[config.mk]
export PLATFORM = sky130hd
export DESIGN_NAME = dcim_product_accumulator
export DESIGN_NICKNAME = d
export VERILOG_FILES = /design/src/rtl/dcim_pkg.sv /design/src/rtl/dcim_result_fifo.sv /design/src/rtl/dcim_product_accumulator.sv
export SDC_FILE = /design/constraint.sdc
export NUM_CORES = 1
export LEC_CHECK = 0
export CAP_MARGIN = 20
export CORE_MARGIN = 2
export CORE_UTILIZATION = 55
export DETAILED_ROUTE_END_ITERATION = 16
export PLACE_DENSITY = 0.78
export SETUP_SLACK_MARGIN = 0.15
export SLEW_MARGIN = 30
export SYNTH_ARGS = -nofsm -noshare
export SYNTH_HDL_FRONTEND = slang
export SYNTH_SLANG_ARGS = --single-unit
export TNS_END_PERCENT = 5
[constraint.sdc]
create_clock -name clk -period 4.83 [get_ports clk]
set_input_delay 0.483 -clock clk [delete_from_list [all_inputs] [get_ports clk]]
set_output_delay 0.483 -clock clk [all_outputs]
set_load 0.01 [all_outputs]
[src/rtl/dcim_pkg.sv]
`default_nettype none
// ============================================================================
// Module   : dcim_pkg
// Purpose  : Shared constants, width helper and state encoding for the
//            DCIM product accumulation path.
// Revision : 1.0 - initial release
// ============================================================================
package dcim_pkg;

    // Default product width coming out of the SRAM multiplier.
    localparam int c_PROD_WIDTH = 16;

    // Default group length: one full SRAM address sweep.
    localparam int c_GROUP_LEN  = 16;

    // Accumulator width large enough that a full group of maximum products
    // can never wrap.
    function automatic int acc_width(input int prod_width, input int group_len);
        return prod_width + $clog2(group_len);
    endfunction

    // Accumulator control states.
    typedef enum logic {
        IDLE  = 1'b0,
        ACCUM = 1'b1
    } state_t;

endpackage
`default_nettype wire

[src/rtl/dcim_result_fifo.sv]
`default_nettype none
// ============================================================================
// Module   : dcim_result_fifo
// Purpose  : Small first-word-fall-through FIFO with a registered head.
//            A push into a full FIFO succeeds when a pop happens in the same
//            cycle; otherwise a push while full is ignored.
// Revision : 1.0 - initial release
// ============================================================================
module dcim_result_fifo #(
    parameter int WIDTH = 20,
    parameter int DEPTH = 2
) (
    input  logic             clk,
    input  logic             rst_n,
    input  logic             clear,
    input  logic             push,
    input  logic [WIDTH-1:0] din,
    input  logic             pop,
    output logic [WIDTH-1:0] dout,
    output logic             full,
    output logic             empty
);

    localparam int c_CW = $clog2(DEPTH + 1);

    logic [c_CW-1:0]  r_count;
    logic [WIDTH-1:0] r_mem [DEPTH];

    logic             w_pop;
    logic             w_push;
    logic [c_CW-1:0]  w_wr_idx;

    // Entry 0 is always the head; entries shift towards it on a pop, so the
    // write slot is the current fill level minus any same-cycle pop.
    assign w_pop    = pop && (r_count != '0);
    assign w_push   = push && ((r_count != c_CW'(DEPTH)) || w_pop);
    assign w_wr_idx = r_count - c_CW'(w_pop);

    assign full  = (r_count == c_CW'(DEPTH));
    assign empty = (r_count == '0);
    assign dout  = r_mem[0];

    // Fill level tracking.
    always_ff @(posedge clk or negedge rst_n) begin
        if (!rst_n) begin
            r_count <= '0;
        end else if (clear) begin
            r_count <= '0;
        end else begin
            r_count <= r_count + c_CW'(w_push) - c_CW'(w_pop);
        end
    end

    generate
        for (genvar i = 0; i < DEPTH; i++) begin : g_entry
            if (i < DEPTH - 1) begin : g_mid
                // Storage entry that can be written or refilled from above.
                always_ff @(posedge clk or negedge rst_n) begin
                    if (!rst_n) begin
                        r_mem[i] <= '0;
                    end else if (clear) begin
                        r_mem[i] <= '0;
                    end else if (w_push && (w_wr_idx == c_CW'(i))) begin
                        r_mem[i] <= din;
                    end else if (w_pop) begin
                        r_mem[i] <= r_mem[i+1];
                    end
                end
            end else begin : g_last
                // Tail entry; nothing above it to shift in.
                always_ff @(posedge clk or negedge rst_n) begin
                    if (!rst_n) begin
                        r_mem[i] <= '0;
                    end else if (clear) begin
                        r_mem[i] <= '0;
                    end else if (w_push && (w_wr_idx == c_CW'(i))) begin
                        r_mem[i] <= din;
                    end
                end
            end
        end
    endgenerate

endmodule
`default_nettype wire

[src/rtl/dcim_product_accumulator.sv]
`default_nettype none
// ============================================================================
// Module   : dcim_product_accumulator
// Purpose  : Sums each group of GROUP_LEN accepted products into one result
//            and queues results in a small FIFO. The upstream cannot be
//            stalled, so a result arriving at a full FIFO is dropped and
//            flagged with a sticky error.
// Revision : 1.0 - initial release
// ============================================================================
module dcim_product_accumulator
    import dcim_pkg::*;
#(
    parameter int PROD_WIDTH = c_PROD_WIDTH,
    parameter int GROUP_LEN  = c_GROUP_LEN,
    parameter int CNT_WIDTH  = $clog2(GROUP_LEN),
    parameter int ACC_WIDTH  = acc_width(PROD_WIDTH, GROUP_LEN),
    parameter int FIFO_DEPTH = 2
) (
    input  logic                  clk,
    input  logic                  rst_n,
    input  logic                  pe_ce,
    input  logic                  init_done,
    input  logic                  clear,
    input  logic                  prod_valid,
    input  logic [PROD_WIDTH-1:0] prod_data,
    output logic [ACC_WIDTH-1:0]  res_data,
    output logic                  res_valid,
    input  logic                  res_ready,
    output logic [CNT_WIDTH-1:0]  grp_idx,
    output logic                  busy,
    output logic                  drop_err
);

    state_t               r_state;
    logic [ACC_WIDTH-1:0] r_acc;
    logic [CNT_WIDTH-1:0] r_cnt;
    logic                 r_drop_err;

    logic                 w_accept;
    logic                 w_last;
    logic [ACC_WIDTH-1:0] w_sum;
    logic                 w_push;
    logic                 w_pop;
    logic                 w_full;
    logic                 w_empty;
    logic                 w_drop;

    // A product counts only while running, enabled and upstream is in RUN.
    assign w_accept = (r_state == ACCUM) && pe_ce && init_done && prod_valid;
    assign w_last   = (r_cnt == CNT_WIDTH'(GROUP_LEN - 1));
    assign w_sum    = r_acc + ACC_WIDTH'(prod_data);

    // The closing product is folded into the pushed sum in the same cycle.
    assign w_push   = w_accept && w_last && !clear;
    assign w_pop    = res_valid && res_ready;
    assign w_drop   = w_push && w_full && !w_pop;

    assign res_valid = !w_empty;
    assign grp_idx   = r_cnt;
    assign busy      = (r_state == ACCUM);
    assign drop_err  = r_drop_err;

    // Group control, accumulation and sticky drop tracking.
    always_ff @(posedge clk or negedge rst_n) begin
        if (!rst_n) begin
            r_state    <= IDLE;
            r_acc      <= '0;
            r_cnt      <= '0;
            r_drop_err <= 1'b0;
        end else if (clear) begin
            r_state    <= init_done ? ACCUM : IDLE;
            r_acc      <= '0;
            r_cnt      <= '0;
            r_drop_err <= 1'b0;
        end else begin
            if (w_drop) begin
                r_drop_err <= 1'b1;
            end
            if (pe_ce) begin
                case (r_state)
                    IDLE: begin
                        if (init_done) begin
                            r_state <= ACCUM;
                        end
                    end
                    ACCUM: begin
                        if (!init_done) begin
                            // Upstream left RUN: realign on the next group.
                            r_state <= IDLE;
                            r_acc   <= '0;
                            r_cnt   <= '0;
                        end else if (prod_valid) begin
                            if (w_last) begin
                                r_acc <= '0;
                                r_cnt <= '0;
                            end else begin
                                r_acc <= w_sum;
                                r_cnt <= r_cnt + 1'b1;
                            end
                        end
                    end
                    default: r_state <= IDLE;
                endcase
            end
        end
    end

    dcim_result_fifo #(
        .WIDTH (ACC_WIDTH),
        .DEPTH (FIFO_DEPTH)
    ) u_result_fifo (
        .clk   (clk),
        .rst_n (rst_n),
        .clear (clear),
        .push  (w_push),
        .din   (w_sum),
        .pop   (w_pop),
        .dout  (res_data),
        .full  (w_full),
        .empty (w_empty)
    );

endmodule
`default_nettype wire

==> flow_summary.ini <==
[run_status]
run_status = finished clean

[synth]
post_synth_simple_gate_area_pct = 21.9
postSynthAreaPerCell_um2 = 8.67
seq_area_frac_synth_pct = 38.4
muxShareOfSynthArea_pct = 2.34
combinational_family_with_the_most_area_after_synthesis = simple AND/OR/NAND/NOR gates
yosysWarningCount = 0
asyncSetResetFlopFracSynth_pct = 100
synth_nets = 556
netlist-cell-type-count = 65
synthXorXnorAreaFrac_pct = 3.36
post_synth_fa_ha_maj_area_fraction_pct = 6.38
synth-seq-cells = 68
complex_gate_fraction_of_the_synthesized_area_pct = 20.3
area_of_the_mapped_netlist_um2 = 4430
dominantRegCellSynth = sky130_fd_sc_hd__dfrtp_1
synth_edf_count = 0
synth_cells = 511

[clock_tree]
holdBufCountCts = 0
clkSinkCount = 68
cts.htree.levels = 3
post-cts-setup-buffers = 0
cts_tree = done
clk_transition_reported_paths_ns = 0.08
clock_tree.buffer_depth = 2
ctsRootBufferMaster = sky130_fd_sc_hd__clkbuf_8
cts_inserted_buffers = 9
post_cts_resize_count = 0
clock_insertion_delay_at_the_later_pin_of_the_skew_report_ns = 0.35

[setup_path]
start_kind = flip-flop
worstReg2RegEnd = u_result_fifo.r_mem[17]
cp_cell_instances = or2_2, nand2_1, buf_4, clkinv_1, ha_1, nand4b_1, or4_1, or3_1, mux2i_1, a311o_1
critical_path.max_fanout = 22
cp_data_arrival_time_ns = 4.27
ff2ff_path_depth = 10
regToRegSetupSlack_ns = 0.85
worst_ep_required_time_ns = 5.12
critPathMaxStageDelay_ns = 0.78
crit_type = flip-flop to flip-flop
buffers_plus_inverters_on_the_worst_setup_path = 2
worst_path_dominant_cell_family = simple AND/OR/NAND/NOR gates
timing.critical_path.to_type = flip-flop
r2r_start = u_result_fifo.r_count[1]
critical_path_top_delay_cell = sky130_fd_sc_hd__or4_1

[hold_path]
hold_path.class = primary input to asynchronous set/reset pin

[timing]
setup_tns_ns = 0
worst_slew_margin_rel_pct = 46.2
timing_worst_slew_pin_value_ns = 0.799
clock.fmax_mhz = 251
timing.final.max_slew_violations = 0
grt_setup_unrepaired = false
setup_violations = 0
timing.final.crit_share_pct = 82.5
final_period_minus_worst_setup_slack_ns = 3.98
final.setup_skew_ns = 0.00990
report.final.hold_viol_count = 0

[final_layout]
flow.area_growth_from_synthesis_pct = 14.0
antenna-diode-count = 0
n_fill_cell = 659
mostFrequentLayoutCells = 77 x sky130_fd_sc_hd__nand2_1, 68 x sky130_fd_sc_hd__dfrtp_1, 47 x sky130_fd_sc_hd__clkdlybuf4s50_1, 40 x sky130_fd_sc_hd__a21oi_1, 28 x sky130_fd_sc_hd__nand3_1
area_of_the_multi_input_gates_um2 = 2420
flip_flop_and_latch_area_um2 = 1700
drive_gt1_share_pct = 8.68
layout.cells.most_common = sky130_fd_sc_hd__nand2_1
final_nets = 571

[routing]
route.final.wire_length_um = 10900
drt-vias-per-instance = 6.15
antenna_violating_nets_post_route = 0
drt_drc_violations_left = 0
routed_wire_length_per_instance_um = 17.2
drt_iter0_markers = 357
first_pass_drt_iterations = 5
num_vias = 3888

[power]
power.leakage_nw = 2.18
power_per_cell_area_nw_per_um2 = 296
power.total_mw = 1.50
vdd_ir_drop_max_mv = 0.142

[placement]
place_hpwl_um = 7750
numPortBuffers = 49
place_congestion = 0.922

[floorplanning]
fp.dieW_um = 93.8
design.die.area_um2 = 8790
num_rows = 32
die_h_um = 93.8
fp.coreArea_um2 = 7770
io_pins = 50
initial_core_util_pct = 57.0

[job]
cap_viol_max_count = 0

[global_routing]
track_usage_pct = 26.4
initial_antenna_violation_count = 0
grt_first_pass_wirelength_um = 18300
first_global_vias = 3666
pin_count_of_the_biggest_net_entering_global_routing = 45
grt-ovfl-total = 0
## cell families after synthesis
| logic type | Yosys count |
|---|---|
| adders and majority gates | 22 |
| AOI/OAI and AO/OA | 133 |
| buffers and inverters | 63 |
| and+or+nand+nor | 198 |
| xor gates and xnor gates | 17 |
| muxes | 10 |
| DFF | 68 |
## metal layers
layer / global-route usage (%) / vias to the layer above / part of all wire [%]
met5: 0 / - / 0
met4: 11.4 / 0 / 2.5
met3: 3.05 / 26 / 6.3
met2: 38.8 / 143 / 44
met1: 39.4 / 1849 / 47
li1: - / 1870 / -
## synthesized netlist by cell type, types with 3 or more instances
cell type                   n  share of area [%]
sky130_fd_sc_hd__xor2_1     8                1.6
sky130_fd_sc_hd__inv_1      8               0.68
sky130_fd_sc_hd__nor2_1    26                2.2
sky130_fd_sc_hd__buf_1      5               0.42
sky130_fd_sc_hd__clkbuf_1  22                1.9
sky130_fd_sc_hd__nand4_1   12                1.7
sky130_fd_sc_hd__nand2_1   77                6.5
sky130_fd_sc_hd__a21o_1     5               0.85
sky130_fd_sc_hd__mux2i_1    7                1.6
sky130_fd_sc_hd__dfrtp_1   68                 38
sky130_fd_sc_hd__nand4b_1   3               0.59
sky130_fd_sc_hd__o21ai_0   26                2.9
sky130_fd_sc_hd__nor3_1    13                1.5
sky130_fd_sc_hd__a21oi_1   40                4.5
sky130_fd_sc_hd__xnor2_1    9                1.8
sky130_fd_sc_hd__mux2_2     3               0.76
sky130_fd_sc_hd__a22oi_1    4               0.68
sky130_fd_sc_hd__or3_1      7               0.99
sky130_fd_sc_hd__nor2b_1    6               0.85
sky130_fd_sc_hd__or4_1      5               0.85
sky130_fd_sc_hd__buf_2      5               0.56
sky130_fd_sc_hd__a31oi_1    7               0.99
sky130_fd_sc_hd__a22o_1     7                1.4
sky130_fd_sc_hd__a311o_1    5                1.1
sky130_fd_sc_hd__nand3_1   28                3.2
sky130_fd_sc_hd__nor4_1     5               0.71
sky130_fd_sc_hd__buf_4     20                3.4
sky130_fd_sc_hd__a211oi_1   4               0.68
sky130_fd_sc_hd__o211ai_1   6                1.0
sky130_fd_sc_hd__o31ai_1    5               0.85
sky130_fd_sc_hd__ha_1      21                5.9
## report_power, final
group / leakage [nW] / switching [mW] / internal (mW)
logic: 1.13 / 0.228 / 0.130
clock network: 0.111 / 0.217 / 0.315
registers: 0.939 / 0.0171 / 0.588
total: 2.18 / 0.463 / 1.03
## cell type report
type	instances	share of cell area, %
timing repair buffer	57	10.8
multi-input combinational	380	47.8
clock inverter	4	1.44
sequential	68	33.7
inverter	10	0.743
clock buffer	11	3.00
tap	102	2.53
## metrics by stage
| step | setup WS, ns | hold WS (ns) | util [%] | instance area, um2 | cells |
|---|---|---|---|---|---|
| after floorplan | 1.89 | 0.187 | - | 4430 | 511 |
| after global placement | 0.860 | 0.469 | 62.1 | 4820 | 617 |
| after detailed placement | 0.717 | 0.479 | 62.1 | 4830 | 617 |
| after CTS | 0.861 | 0.153 | 65.0 | 5050 | 632 |
| after global routing | 0.600 | 0.182 | 65.0 | 5050 | 632 |
| final | 0.847 | 0.115 | 65.0 | 5050 | 632 |
## flip-flops by register name, summed over array words and instances, names as in the netlist
name                   count
busy                       1
drop_err                   1
grp_idx                    4
r_acc                     20
u_result_fifo.dout        20
u_result_fifo.r_count      2
u_result_fifo.r_mem       20
## how the worst max path moves through the flow
stage                                         from                 endpoint  slack (ns)  cells past startpoint
final                     u_result_fifo.r_count[1]  u_result_fifo.r_mem[17]        0.85                     10
after global placement                   res_ready  u_result_fifo.r_mem[17]        0.86                     10
after detailed placement                 res_ready  u_result_fifo.r_mem[17]        0.72                     10
after floorplan           u_result_fifo.r_count[1]   u_result_fifo.r_mem[8]        1.89                     10
after CTS                 u_result_fifo.r_count[1]  u_result_fifo.r_mem[17]        0.86                     10
after global routing      u_result_fifo.r_count[1]  u_result_fifo.r_mem[17]        0.60                     10
Note: power is estimated with default switching activity, not from simulation.
